## src/rtl/voice_scheduler_pkg.sv

```systemverilog
// Shared types and constants for the voice scheduler.
// State encoding, default voice count and slot-phase values.
package voice_scheduler_pkg;

  typedef enum logic [1:0] {
    IDLE  = 2'd0,
    EVENT = 2'd1,
    SWEEP = 2'd2
  } state_t;

  localparam int NUM_VOICES_DEF = 16;

  localparam logic PH_READ    = 1'b0;
  localparam logic PH_COMPUTE = 1'b1;

endpackage

```

## src/rtl/voice_scheduler_if.sv

```systemverilog
// Note-event valid/ready channel into the voice scheduler.
// master drives events, slave (the scheduler) returns ev_ready.
interface voice_scheduler_if;
  logic       ev_valid;
  logic       ev_ready;
  logic       ev_on;
  logic [6:0] ev_note;

  modport master (
    output ev_valid,
    output ev_on,
    output ev_note,
    input  ev_ready
  );

  modport slave (
    input  ev_valid,
    input  ev_on,
    input  ev_note,
    output ev_ready
  );
endinterface

```

## src/rtl/voice_alloc.sv

```systemverilog
// Priority encoder over the voice table: lowest held voice with
// the event note, else lowest free voice.
module voice_alloc
  import voice_scheduler_pkg::*;
#(
  parameter int N  = NUM_VOICES_DEF,
  parameter int IW = $clog2(N)
) (
  input  logic [N-1:0]      key,
  input  logic [N-1:0][6:0] note,
  input  logic [6:0]        ev_note,
  output logic              match_found,
  output logic              free_found,
  output logic [IW-1:0]     slot
);

  logic [IW-1:0] match_idx;
  logic [IW-1:0] free_idx;

  // Scan downward so the lowest index is the last one written.
  always_comb begin
    match_found = 1'b0;
    free_found  = 1'b0;
    match_idx   = '0;
    free_idx    = '0;
    for (int i = N - 1; i >= 0; i--) begin
      if (key[i] && note[i] == ev_note) begin
        match_found = 1'b1;
        match_idx   = IW'(i);
      end
      if (!key[i]) begin
        free_found = 1'b1;
        free_idx   = IW'(i);
      end
    end
    slot = match_found ? match_idx : free_idx;
  end

endmodule

```

## src/rtl/voice_scheduler.sv

```systemverilog
// Polyphonic voice table with note-on/off allocation and a
// two-cycle-per-slot frame sweep toward the envelope engine.
module voice_scheduler
  import voice_scheduler_pkg::*;
#(
  parameter int NUM_VOICES = NUM_VOICES_DEF
) (
  input  logic               clk,
  input  logic               reset,
  input  logic               sample_tick,
  voice_scheduler_if.slave   ev,
  output logic [7:0]         voice_index,
  output logic               key_state,
  output logic [6:0]         voice_note,
  output logic               slot_phase,
  output logic               frame_busy,
  output logic               frame_done,
  output logic               steal,
  output logic               tick_overrun
);

  localparam int IW = $clog2(NUM_VOICES);
  localparam logic [IW-1:0] LAST = IW'(NUM_VOICES - 1);

  state_t state;
  state_t state_n;

  logic [IW-1:0]               slot;
  logic [IW-1:0]               steal_ptr;
  logic [IW-1:0]               alloc_slot;
  logic [NUM_VOICES-1:0]       key_q;
  logic [NUM_VOICES-1:0][6:0]  note_q;
  logic                        ev_on_q;
  logic [6:0]                  ev_note_q;
  logic                        match_found;
  logic                        free_found;
  logic                        accept;
  logic                        sweep_end;

  // Held off during the frame_done cycle too, so a waiting event
  // lands one cycle after the sweep finishes.
  assign ev.ev_ready = reset && state == IDLE
                    && !sample_tick && !frame_done;
  assign accept      = ev.ev_valid && ev.ev_ready;
  assign sweep_end   = state == SWEEP
                    && slot_phase == PH_COMPUTE
                    && slot == LAST;
  assign frame_busy  = state == SWEEP;
  assign voice_index = 8'(slot);

  voice_alloc #(
    .N  (NUM_VOICES),
    .IW (IW)
  ) u_alloc (
    .key         (key_q),
    .note        (note_q),
    .ev_note     (ev_note_q),
    .match_found (match_found),
    .free_found  (free_found),
    .slot        (alloc_slot)
  );

  always_comb begin
    state_n = state;
    unique case (state)
      IDLE: begin
        if (sample_tick) state_n = SWEEP;
        else if (accept) state_n = EVENT;
      end
      EVENT: state_n = IDLE;
      SWEEP: if (sweep_end) state_n = IDLE;
      default: state_n = IDLE;
    endcase
  end

  always_ff @(posedge clk or negedge reset) begin
    if (!reset) state <= IDLE;
    else        state <= state_n;
  end

  always_ff @(posedge clk or negedge reset) begin
    if (!reset) begin
      slot         <= '0;
      slot_phase   <= PH_READ;
      key_state    <= 1'b0;
      voice_note   <= '0;
      frame_done   <= 1'b0;
      tick_overrun <= 1'b0;
    end else begin
      frame_done   <= sweep_end;
      tick_overrun <= state == SWEEP && sample_tick;
      if (state == IDLE && sample_tick) begin
        slot       <= '0;
        slot_phase <= PH_READ;
        key_state  <= key_q[0];
        voice_note <= note_q[0];
      end else if (sweep_end) begin
        slot       <= '0;
        slot_phase <= PH_READ;
        key_state  <= 1'b0;
        voice_note <= '0;
      end else if (state == SWEEP) begin
        if (slot_phase == PH_READ) begin
          slot_phase <= PH_COMPUTE;
        end else begin
          slot       <= slot + 1'b1;
          slot_phase <= PH_READ;
          key_state  <= key_q[slot + 1'b1];
          voice_note <= note_q[slot + 1'b1];
        end
      end
    end
  end

  always_ff @(posedge clk or negedge reset) begin
    if (!reset) begin
      key_q     <= '0;
      note_q    <= '0;
      steal_ptr <= '0;
      steal     <= 1'b0;
      ev_on_q   <= 1'b0;
      ev_note_q <= '0;
    end else begin
      steal <= 1'b0;
      if (accept) begin
        ev_on_q   <= ev.ev_on;
        ev_note_q <= ev.ev_note;
      end
      if (state == EVENT) begin
        if (ev_on_q) begin
          if (match_found || free_found) begin
            key_q[alloc_slot]  <= 1'b1;
            note_q[alloc_slot] <= ev_note_q;
          end else begin
            key_q[steal_ptr]  <= 1'b1;
            note_q[steal_ptr] <= ev_note_q;
            steal             <= 1'b1;
            steal_ptr         <= (steal_ptr == LAST)
                               ? '0 : steal_ptr + 1'b1;
          end
        end else begin
          for (int i = 0; i < NUM_VOICES; i++)
            if (key_q[i] && note_q[i] == ev_note_q)
              key_q[i] <= 1'b0;
        end
      end
    end
  end

endmodule

```

## src/flat_wrapper.sv

```systemverilog
// flat-port wrapper written by rule: the top's interface ports become plain ports
module voice_scheduler_flat import voice_scheduler_pkg::*;
#(
  parameter int NUM_VOICES = NUM_VOICES_DEF
)
  (clk, reset, sample_tick, voice_index, key_state, voice_note, slot_phase, frame_busy, frame_done, steal, tick_overrun, ev_ev_valid, ev_ev_on, ev_ev_note, ev_ev_ready);
  voice_scheduler_if ev_i ();
  input  logic clk;
  input  logic reset;
  input  logic sample_tick;
  output logic [7:0] voice_index;
  output logic key_state;
  output logic [6:0] voice_note;
  output logic slot_phase;
  output logic frame_busy;
  output logic frame_done;
  output logic steal;
  output logic tick_overrun;
  input wire logic [$bits(ev_i.ev_valid)-1:0] ev_ev_valid;
  input wire logic [$bits(ev_i.ev_on)-1:0] ev_ev_on;
  input wire logic [$bits(ev_i.ev_note)-1:0] ev_ev_note;
  output wire logic [$bits(ev_i.ev_ready)-1:0] ev_ev_ready;
  assign ev_i.ev_valid = ev_ev_valid;
  assign ev_i.ev_on = ev_ev_on;
  assign ev_i.ev_note = ev_ev_note;
  assign ev_ev_ready = ev_i.ev_ready;
  voice_scheduler #(.NUM_VOICES(NUM_VOICES)) u_core (.clk(clk), .reset(reset), .sample_tick(sample_tick), .ev(ev_i), .voice_index(voice_index), .key_state(key_state), .voice_note(voice_note), .slot_phase(slot_phase), .frame_busy(frame_busy), .frame_done(frame_done), .steal(steal), .tick_overrun(tick_overrun));
endmodule
```

## config.mk

```make
export PLATFORM = sky130hd
export DESIGN_NAME = voice_scheduler_flat
export DESIGN_NICKNAME = d
export VERILOG_FILES = /design/src/rtl/voice_scheduler_pkg.sv /design/src/rtl/voice_scheduler_if.sv /design/src/rtl/voice_alloc.sv /design/src/rtl/voice_scheduler.sv /design/src/flat_wrapper.sv
export SDC_FILE = /design/constraint.sdc
export NUM_CORES = 1
export LEC_CHECK = 0
export BUFFER_PORTS_ARGS = -buffer_cell sky130_fd_sc_hd__buf_2
export CORE_AREA = 2 2 130 132
export DETAILED_ROUTE_END_ITERATION = 8
export DIE_AREA = 0 0 132 134
export GPL_TIMING_DRIVEN = 0
export PLACE_DENSITY = 0.86
export SLEW_MARGIN = 0
export SYNTH_ARGS = -nofsm -noshare
export SYNTH_HDL_FRONTEND = slang
export SYNTH_HIERARCHICAL = 1
export SYNTH_SLANG_ARGS = --single-unit
```

## constraint.sdc

```tcl
create_clock -name clk -period 5.5 [get_ports clk]
set_input_delay 0.55 -clock clk [delete_from_list [all_inputs] [get_ports clk]]
set_output_delay 0.55 -clock clk [all_outputs]
set_load 0.01 [all_outputs]
```

==> summary.json, run 1 <==
{
  "global_route.usage.met3": {"value": 11.9, "unit": "%"},
  "ys_top_cells_by_area": {"value": "sky130_fd_sc_hd__dfrtp_1, sky130_fd_sc_hd__xnor2_1, sky130_fd_sc_hd__mux2_2, sky130_fd_sc_hd__xor2_1, sky130_fd_sc_hd__mux4_2"},
  "timing.critical_path.from_type": {"value": "register"},
  "synth_cells": {"value": 952},
  "fin_crit_sh": {"value": 76.7, "unit": "%"},
  "core_area": {"value": 16300, "unit": "um^2"},
  "die-height": {"value": 134, "unit": "um"},
  "detail_route.wl_per_cell": {"value": 28.0, "unit": "um"},
  "totalWireLength": {"value": 34600, "unit": "um"},
  "timing.final.setup_violations": {"value": 0},
  "synthToLayoutAreaGrowth": {"value": 10.1, "unit": "%"},
  "critPathKind": {"value": "reg2reg"},
  "clk_root_buffer_cell": {"value": "sky130_fd_sc_hd__clkbuf_16"},
  "die_width": {"value": 132, "unit": "um"},
  "grt_max_degree": {"value": 84},
  "drive_gt1_share": {"value": 26.4, "unit": "%"},
  "ys_top_cells_by_count": {"value": "sky130_fd_sc_hd__xnor2_1, sky130_fd_sc_hd__dfrtp_1, sky130_fd_sc_hd__mux2_2, sky130_fd_sc_hd__nand2_1, sky130_fd_sc_hd__xor2_1"},
  "globalplace.congestion": {"value": 0.998},
  "arrival": {"value": 4.54, "unit": "ns"},
  "cts-buffers-inserted": {"value": 17},
  "register_area": {"value": 3950, "unit": "um^2"},
  "post_synthesis_simple_gate_area_fraction": {"value": 11.0, "unit": "%"},
  "postSynth.topFlopCell": {"value": "sky130_fd_sc_hd__dfrtp_1"},
  "normalized_max_slew_margin": {"value": 24.0, "unit": "%"},
  "grt_remaining_overflow": {"value": 0},
  "p_leak": {"value": 4.92, "unit": "nW"},
  "core.rowCount": {"value": 47},
  "synth_adder_area_share": {"value": 0.600, "unit": "%"},
  "status": {"value": "finished clean"},
  "total_of_cells_resized_after_clock_tree_synthesis": {"value": 0},
  "synth_cell_type_count": {"value": 65},
  "synthXorXnorAreaFrac": {"value": 19.2, "unit": "%"},
  "layout.filler_cells": {"value": 1209},
  "drt-pass1-iter-count": {"value": 8},
  "route.antenna.remaining_nets": {"value": 0},
  "n_antenna_cell": {"value": 0},
  "tritoncts_sinks": {"value": 158},
  "synth_enable_flop_cells": {"value": 0},
  "clock_path_buffers": {"value": 2},
  "crit_path_max_fanout": {"value": 10},
  "synth-seq-area-share": {"value": 37.9, "unit": "%"},
  "cts_max_level": {"value": 4},
  "rsz0062_at_grt": {"value": "no"},
  "global_route.usage.total": {"value": 40.1, "unit": "%"},
  "busiest_layer": {"value": "met2"},
  "clkTransAtPathRegs": {"value": 0.07, "unit": "ns"},
  "synthDominantAreaCellType": {"value": "sky130_fd_sc_hd__dfrtp_1"},
  "design.portCount": {"value": 34},
  "average_cell_area_after_synthesis": {"value": 11.0, "unit": "um^2"},
  "final.setup.tns": {"value": 0, "unit": "ns"},
  "die_area": {"value": 17700, "unit": "um^2"},
  "multi_input_comb_area": {"value": 5970, "unit": "um^2"},
  "powerDensity": {"value": 468, "unit": "nW/um^2"},
  "slew_worst_pin": {"value": 1.14, "unit": "ns"},
  "grt_first_pass_wirelength": {"value": 52200, "unit": "um"},
  "finish.net_count": {"value": 1021},
  "placement.setup.worst_slack": {"value": 1.43, "unit": "ns"},
  "hold_path.class": {"value": "in2async"},
  "yosys_warnings": {"value": 6},
  "timing.critical_path.required": {"value": 5.82, "unit": "ns"},
  "number_of_antenna_violations_at_the_first_check_in_global_routing": {"value": 0},
  "main_combinational_cell_family_by_area_after_synthesis": {"value": "multiplexers"},
  "remaining_drc_errors": {"value": 0},
  "final.setup.worst_slack": {"value": 1.28, "unit": "ns"},
  "cts_hold_repair.buffers": {"value": 0},
  "drt_iter0_drc": {"value": 1368},
  "insertion_delay": {"value": 0.44, "unit": "ns"},
  "asyncSetResetFlopFracSynth": {"value": 100, "unit": "%"},
  "synth.most_common_cell": {"value": "sky130_fd_sc_hd__xnor2_1"},
  "period_minus_slack": {"value": 4.22, "unit": "ns"},
  "port_buffers": {"value": 29},
  "end_kind": {"value": "register"},
  "post_synthesis_cell_area": {"value": 10400, "unit": "um^2"},
  "share_of_synthesized_area_spent_on_multiplexers": {"value": 19.4, "unit": "%"},
  "fin_skew": {"value": 0.0126, "unit": "ns"},
  "number_of_global_route_vias_before_repair": {"value": 8436},
  "start_util": {"value": 64.0, "unit": "%"},
  "final_hold_violations": {"value": 0},
  "irDropWorstVdd": {"value": 295, "unit": "uV"},
  "count_of_state_elements_after_synthesis": {"value": 158},
  "tritoncts_clock_tree": {"value": "yes"},
  "globalRouteMet2Util": {"value": 59.0, "unit": "%"},
  "max_freq": {"value": 0.237, "unit": "GHz"},
  "top_area_cell_type_share_of_the_netlist_area": {"value": 37.9, "unit": "%"},
  "area_fraction_in_compound_gates_after_synthesis": {"value": 6.89, "unit": "%"},
  "timing.final.max_slew_violations": {"value": 0},
  "cts_setup_buffers": {"value": 0},
  "dp.final_hpwl": {"value": 24300, "unit": "um"},
  "vias_per_cell": {"value": 6.95},
  "grt_util_met1": {"value": 54.2, "unit": "%"},
  "timing.max_cap.violations": {"value": 0},
  "vias": {"value": 8596}
}
[worst max-delay path: stages, from the launching register on]
cell and delay [ns]:
sky130_fd_sc_hd__dfrtp_1 0.40, sky130_fd_sc_hd__buf_6 0.16, sky130_fd_sc_hd__buf_6 0.18, sky130_fd_sc_hd__xnor2_1 0.20, sky130_fd_sc_hd__nand4_1 0.12, sky130_fd_sc_hd__nor2_1 0.41
sky130_fd_sc_hd__o22ai_1 0.20, sky130_fd_sc_hd__a221oi_1 0.37, sky130_fd_sc_hd__a21oi_1 0.16, sky130_fd_sc_hd__o22ai_1 0.41, sky130_fd_sc_hd__nand2b_1 0.19, sky130_fd_sc_hd__inv_1 0.09
sky130_fd_sc_hd__a32oi_1 0.10, sky130_fd_sc_hd__nor2_1 0.68, sky130_fd_sc_hd__mux2_2 0.41
[final timing paths]
check,from,endpoint,slack (ns),cells after the start
worst max-delay path,u_core/ev_note_q[4],u_core/note_q[67],1.28,14
min in group clk,ev_ev_note[1],u_core/ev_note_q[1],0.34,2
worst max register to register,u_core/ev_note_q[4],u_core/note_q[67],1.28,14
worst min-delay path,reset,u_core/note_q[71],0.12,1
max in group asynchronous,reset,u_core/note_q[30],4.52,2
worst min register to register,u_core/voice_note[2],u_core/voice_note[2],0.55,2
[cells by family (layout without fill, tap and decap cells)]
| family | count (synthesis) | in the layout |
|---|---|---|
| xor gates and xnor gates | 229 | 229 |
| and+or+nand+nor | 215 | 215 |
| DFF | 158 | 158 |
| AOI/OAI and AO/OA | 100 | 100 |
| muxes | 161 | 161 |
| buffers and inverters | 83 | 145 |
| other | 1 | 4 |
| adders and majority gates | 5 | 5 |
[stage by stage]
stage	hold WS, ns	power (W)	instances	util (%)	area (um^2)
2_1_floorplan	0.254	0.00321	955	-	10400
3_3_place_gp	0.530	0.00402	1204	66.7	10900
3_5_place_dp	0.523	0.00407	1205	66.9	10900
4_1_cts	0.168	0.00525	1237	70.5	11500
5_1_grt	0.192	0.00551	1237	70.5	11500
6_report	0.120	0.00537	1237	70.5	11500
[power breakdown]
part	internal, W	total (W)	switching (W)
Combinational	0.00104	0.00287	0.00183
Clock	0.000653	0.00117	0.000521
Sequential	0.00124	0.00133	0.0000884
[layer usage]
metal / wire, um / vias up
met5: 0 / -
met4: 1890 / 0
met3: 4550 / 145
met2: 14800 / 704
met1: 13400 / 4232
li1: - / 3515
[area by class of cell]
class	count	share of cell area (%)
Buffer	69	4.09
Clock buffer	22	4.30
Sequential cell	158	34.4
Inverter	14	0.457
Tap cell	220	2.40
Multi-Input combinational cell	714	52.0
Timing Repair Buffer	30	1.56
Clock inverter	10	0.817
[registers in the layout (all words and copies together), names as in the netlist]
signal and cells:
u_core/state 2, u_core/tick_overrun 1, u_core/key_q 16, u_core/voice_note 7, u_core/ev_note_q 7, u_core/key_state 1, u_core/slot 4, u_core/ev_on_q 1
u_core/note_q 112, u_core/slot_phase 1, u_core/steal_ptr 4, u_core/frame_done 1, u_core/steal 1
[placed cells by master (no fill, tap or decap), drive strengths merged, types with 7 or more instances in the layout]
cell / count
xor2: 56
nor4: 11
o211ai: 8
mux2i: 15
nor2b: 7
nand4: 52
or4: 9
mux4: 20
o22ai: 11
dfrtp: 158
clkbuf: 44
a32oi: 9
nand2: 58
o21ai: 23
inv: 18
xnor2: 173
mux2: 126
buf: 77
nor2: 37
nand3: 19
(Power assumes the default switching activity.)
==> run 2: changes to the inputs <==
- CORE_AREA: 2 2 130 132 -> 2 2 132 134
- DIE_AREA: 0 0 132 134 -> 0 0 134 136
- PLACE_DENSITY: 0.86 -> 0.84
- clock period: 5.5 -> 4.2 ns (I/O delays scaled with it)
==> run 2 against run 1 <==
Routed wire length rose by 0.62%. Register-to-register slack got worse by 1.1 ns. Hold slack worse by 0.14 ns. Critical path depth is 1 lower. Final cell count is 0.40% higher. Worst setup slack got worse by 1.1 ns. Fmax increased by 4.0%. Cell area rose by 0.14%. Utilization down 2.4 points. The run now ends with negative hold slack left. Count of clock-buffer cells in the layout down 1. Combinational power grew 31%.
==> summary.json, run 2 (synthesis gave the netlist of run 1 again) <==
{
  "status": {"value": "complete, but fails checks"},
  "violations": {"value": "negative hold slack"},
  "clock_path_buffers": {"value": 2},
  "drive_gt1_share": {"value": 26.4, "unit": "%"},
  "leading_cell_type_in_the_layout_fill_and_taps_excluded": {"value": "sky130_fd_sc_hd__xnor2_1"},
  "rsz0062_at_grt": {"value": "no"},
  "insertion_delay": {"value": 0.43, "unit": "ns"},
  "core_area": {"value": 16900, "unit": "um^2"},
  "largest_reg_flops": {"value": 112},
  "global_route.usage.total": {"value": 39.4, "unit": "%"},
  "report.power.total": {"value": 0.00709, "unit": "W"},
  "grt_util_met1": {"value": 52.4, "unit": "%"},
  "grt_remaining_overflow": {"value": 0},
  "dp.final_hpwl": {"value": 24500, "unit": "um"},
  "cts_max_level": {"value": 4},
  "cts_setup_buffers": {"value": 0},
  "timing.final.setup_violations": {"value": 0},
  "timing.max_cap.violations": {"value": 0},
  "timing.final.max_slew_violations": {"value": 0},
  "worst_r2r_endpoint": {"value": "u_core/note_q[64]"},
  "reg2regPathDepth": {"value": 13},
  "clk_root_buffer_cell": {"value": "sky130_fd_sc_hd__clkbuf_16"},
  "vias": {"value": 8583},
  "totalWireLength": {"value": 34800, "unit": "um"},
  "global_route.usage.met3": {"value": 10.7, "unit": "%"},
  "powerDensity": {"value": 616, "unit": "nW/um^2"},
  "detail_route.wl_per_cell": {"value": 28.0, "unit": "um"},
  "design.portCount": {"value": 34},
  "n_antenna_cell": {"value": 0},
  "synthToLayoutAreaGrowth": {"value": 10.3, "unit": "%"},
  "clkTransAtPathRegs": {"value": 0.06, "unit": "ns"},
  "core.rowCount": {"value": 48},
  "layout.filler_cells": {"value": 1289},
  "cts_hold_repair.buffers": {"value": 0},
  "register_area": {"value": 3950, "unit": "um^2"},
  "tritoncts_sinks": {"value": 158},
  "biggestRegsByFlops": {"value": "u_core/note_q (112), u_core/key_q (16)"},
  "final_hold_violations": {"value": 18},
  "number_of_antenna_violations_at_the_first_check_in_global_routing": {"value": 0},
  "fin_crit_sh": {"value": 96.6, "unit": "%"},
  "end_kind": {"value": "register"},
  "final_core_utilization": {"value": 68.2, "unit": "%"},
  "tritoncts_clock_tree": {"value": "yes"},
  "cts-buffers-inserted": {"value": 17},
  "p_leak": {"value": 4.91, "unit": "nW"},
  "grt_first_pass_wirelength": {"value": 52000, "unit": "um"},
  "busiest_layer": {"value": "met2"},
  "period_minus_slack": {"value": 4.06, "unit": "ns"},
  "normalized_max_slew_margin": {"value": 32.9, "unit": "%"},
  "remaining_drc_errors": {"value": 0},
  "max_freq": {"value": 0.246, "unit": "GHz"},
  "timing.critical_path.required": {"value": 4.51, "unit": "ns"},
  "crit_path_max_fanout": {"value": 10},
  "fin_skew": {"value": 0.00642, "unit": "ns"},
  "final_cell_mix": {"value": "sky130_fd_sc_hd__xnor2_1, sky130_fd_sc_hd__dfrtp_1, sky130_fd_sc_hd__mux2_2"},
  "globalRouteMet2Util": {"value": 59.5, "unit": "%"},
  "r2r-start": {"value": "u_core/ev_note_q[0]"},
  "start_util": {"value": 61.8, "unit": "%"},
  "route.antenna.remaining_nets": {"value": 0},
  "timing.critical_path.from_type": {"value": "register"},
  "hold_path.class": {"value": "in2async"},
  "die_width": {"value": 134, "unit": "um"},
  "port_buffers": {"value": 29},
  "grt_max_degree": {"value": 94},
  "finish.net_count": {"value": 1021},
  "irDropWorstVdd": {"value": 309, "unit": "uV"},
  "number_of_global_route_vias_before_repair": {"value": 8256},
  "final.setup.tns": {"value": 0, "unit": "ns"},
  "die_area": {"value": 18200, "unit": "um^2"},
  "regMostFlops": {"value": "u_core/note_q"},
  "multi_input_comb_area": {"value": 5970, "unit": "um^2"},
  "die-height": {"value": 136, "unit": "um"},
  "reg2reg_setup_slack": {"value": 0.14, "unit": "ns"},
  "placement.setup.worst_slack": {"value": 0.179, "unit": "ns"},
  "hold-worst-slack": {"value": -0.0237, "unit": "ns"},
  "drt-pass1-iter-count": {"value": 6},
  "drt_iter0_drc": {"value": 1252},
  "final.setup.worst_slack": {"value": 0.143, "unit": "ns"},
  "slew_worst_pin": {"value": 1.01, "unit": "ns"},
  "critPathKind": {"value": "reg2reg"},
  "vias_per_cell": {"value": 6.91},
  "arrival": {"value": 4.36, "unit": "ns"},
  "globalplace.congestion": {"value": 1.02}
}
-- run 2: changes by cell type in the layout (fill, tap and decap cells not counted), sizes merged --
cell	previous run	this run
clkbuf	44	43
clkinvlp	1	4
clkinv	5	3
inv	18	16
bufinv	0	2
-- run 2: routing by layer --
| metal | part of all wire [%] | vias up |
|---|---|---|
| li1 | - | 3517 |
| met1 | 38 | 4235 |
| met2 | 43 | 655 |
| met3 | 13 | 176 |
| met4 | 6.2 | 0 |
| met5 | 0 | - |
-- run 2: worst max-delay path by stage --
stage	start	to	slack, ns	cells after the start
final	u_core/ev_note_q[0]	u_core/note_q[64]	0.14	13
after global routing	u_core/ev_note_q[0]	u_core/note_q[64]	0.02	13
after CTS	u_core/ev_note_q[4]	u_core/note_q[64]	0.08	13
after detailed placement	u_core/ev_note_q[5]	u_core/note_q[66]	0.18	13
after global placement	reset	u_core/ev_note_q[2]	-0.14	5
after floorplan	u_core/ev_note_q[6]	u_core/note_q[63]	0.89	13
-- run 2: stage by stage --
stage	cell area, um^2	instances
2_1_floorplan	10400	955
3_3_place_gp	10900	1209
3_5_place_dp	10900	1210
4_1_cts	11500	1242
5_1_grt	11500	1242
6_report	11500	1242
-- run 2: critical path: stages (launching register included) --
cell and delay [ns]:
sky130_fd_sc_hd__dfrtp_1 0.39, sky130_fd_sc_hd__buf_6 0.16, sky130_fd_sc_hd__buf_8 0.18, sky130_fd_sc_hd__xnor2_1 0.15, sky130_fd_sc_hd__nand4_1 0.14, sky130_fd_sc_hd__nor2_1 0.10
sky130_fd_sc_hd__nor2_1 0.23, sky130_fd_sc_hd__nand2_1 0.15, sky130_fd_sc_hd__or4_4 0.56, sky130_fd_sc_hd__o2111a_1 0.31, sky130_fd_sc_hd__nor3b_1 0.45, sky130_fd_sc_hd__a32oi_1 0.22
sky130_fd_sc_hd__nor2_2 0.48, sky130_fd_sc_hd__mux2_2 0.40
-- run 2: area by class of cell --
cell class,instances,area share [%]
Sequential cell,158,34.4
Timing Repair Buffer,30,1.56
Tap cell,225,2.45
Clock buffer,21,4.00
Buffer,69,4.09
Multi-Input combinational cell,714,51.9
Clock inverter,11,1.15
Inverter,14,0.457
-- run 2: where the power goes --
| group | switching [W] | total, W | internal [W] | leakage [nW] |
|---|---|---|---|---|
| Sequential | 0.000108 | 0.00174 | 0.00163 | 2.17 |
| Combinational | 0.00241 | 0.00377 | 0.00136 | 2.46 |
| Clock | 0.000672 | 0.00159 | 0.000916 | 0.278 |
| Total | 0.00319 | 0.00709 | 0.00390 | 4.91 |
-- run 2: what timing repair did --
| action | in CTS | in global routing |
|---|---|---|
| endpoints found under the hold margin | 0 | 0 |
| endpoints found under the setup margin | 0 | 14 |
| resized for setup | 0 | 2 |
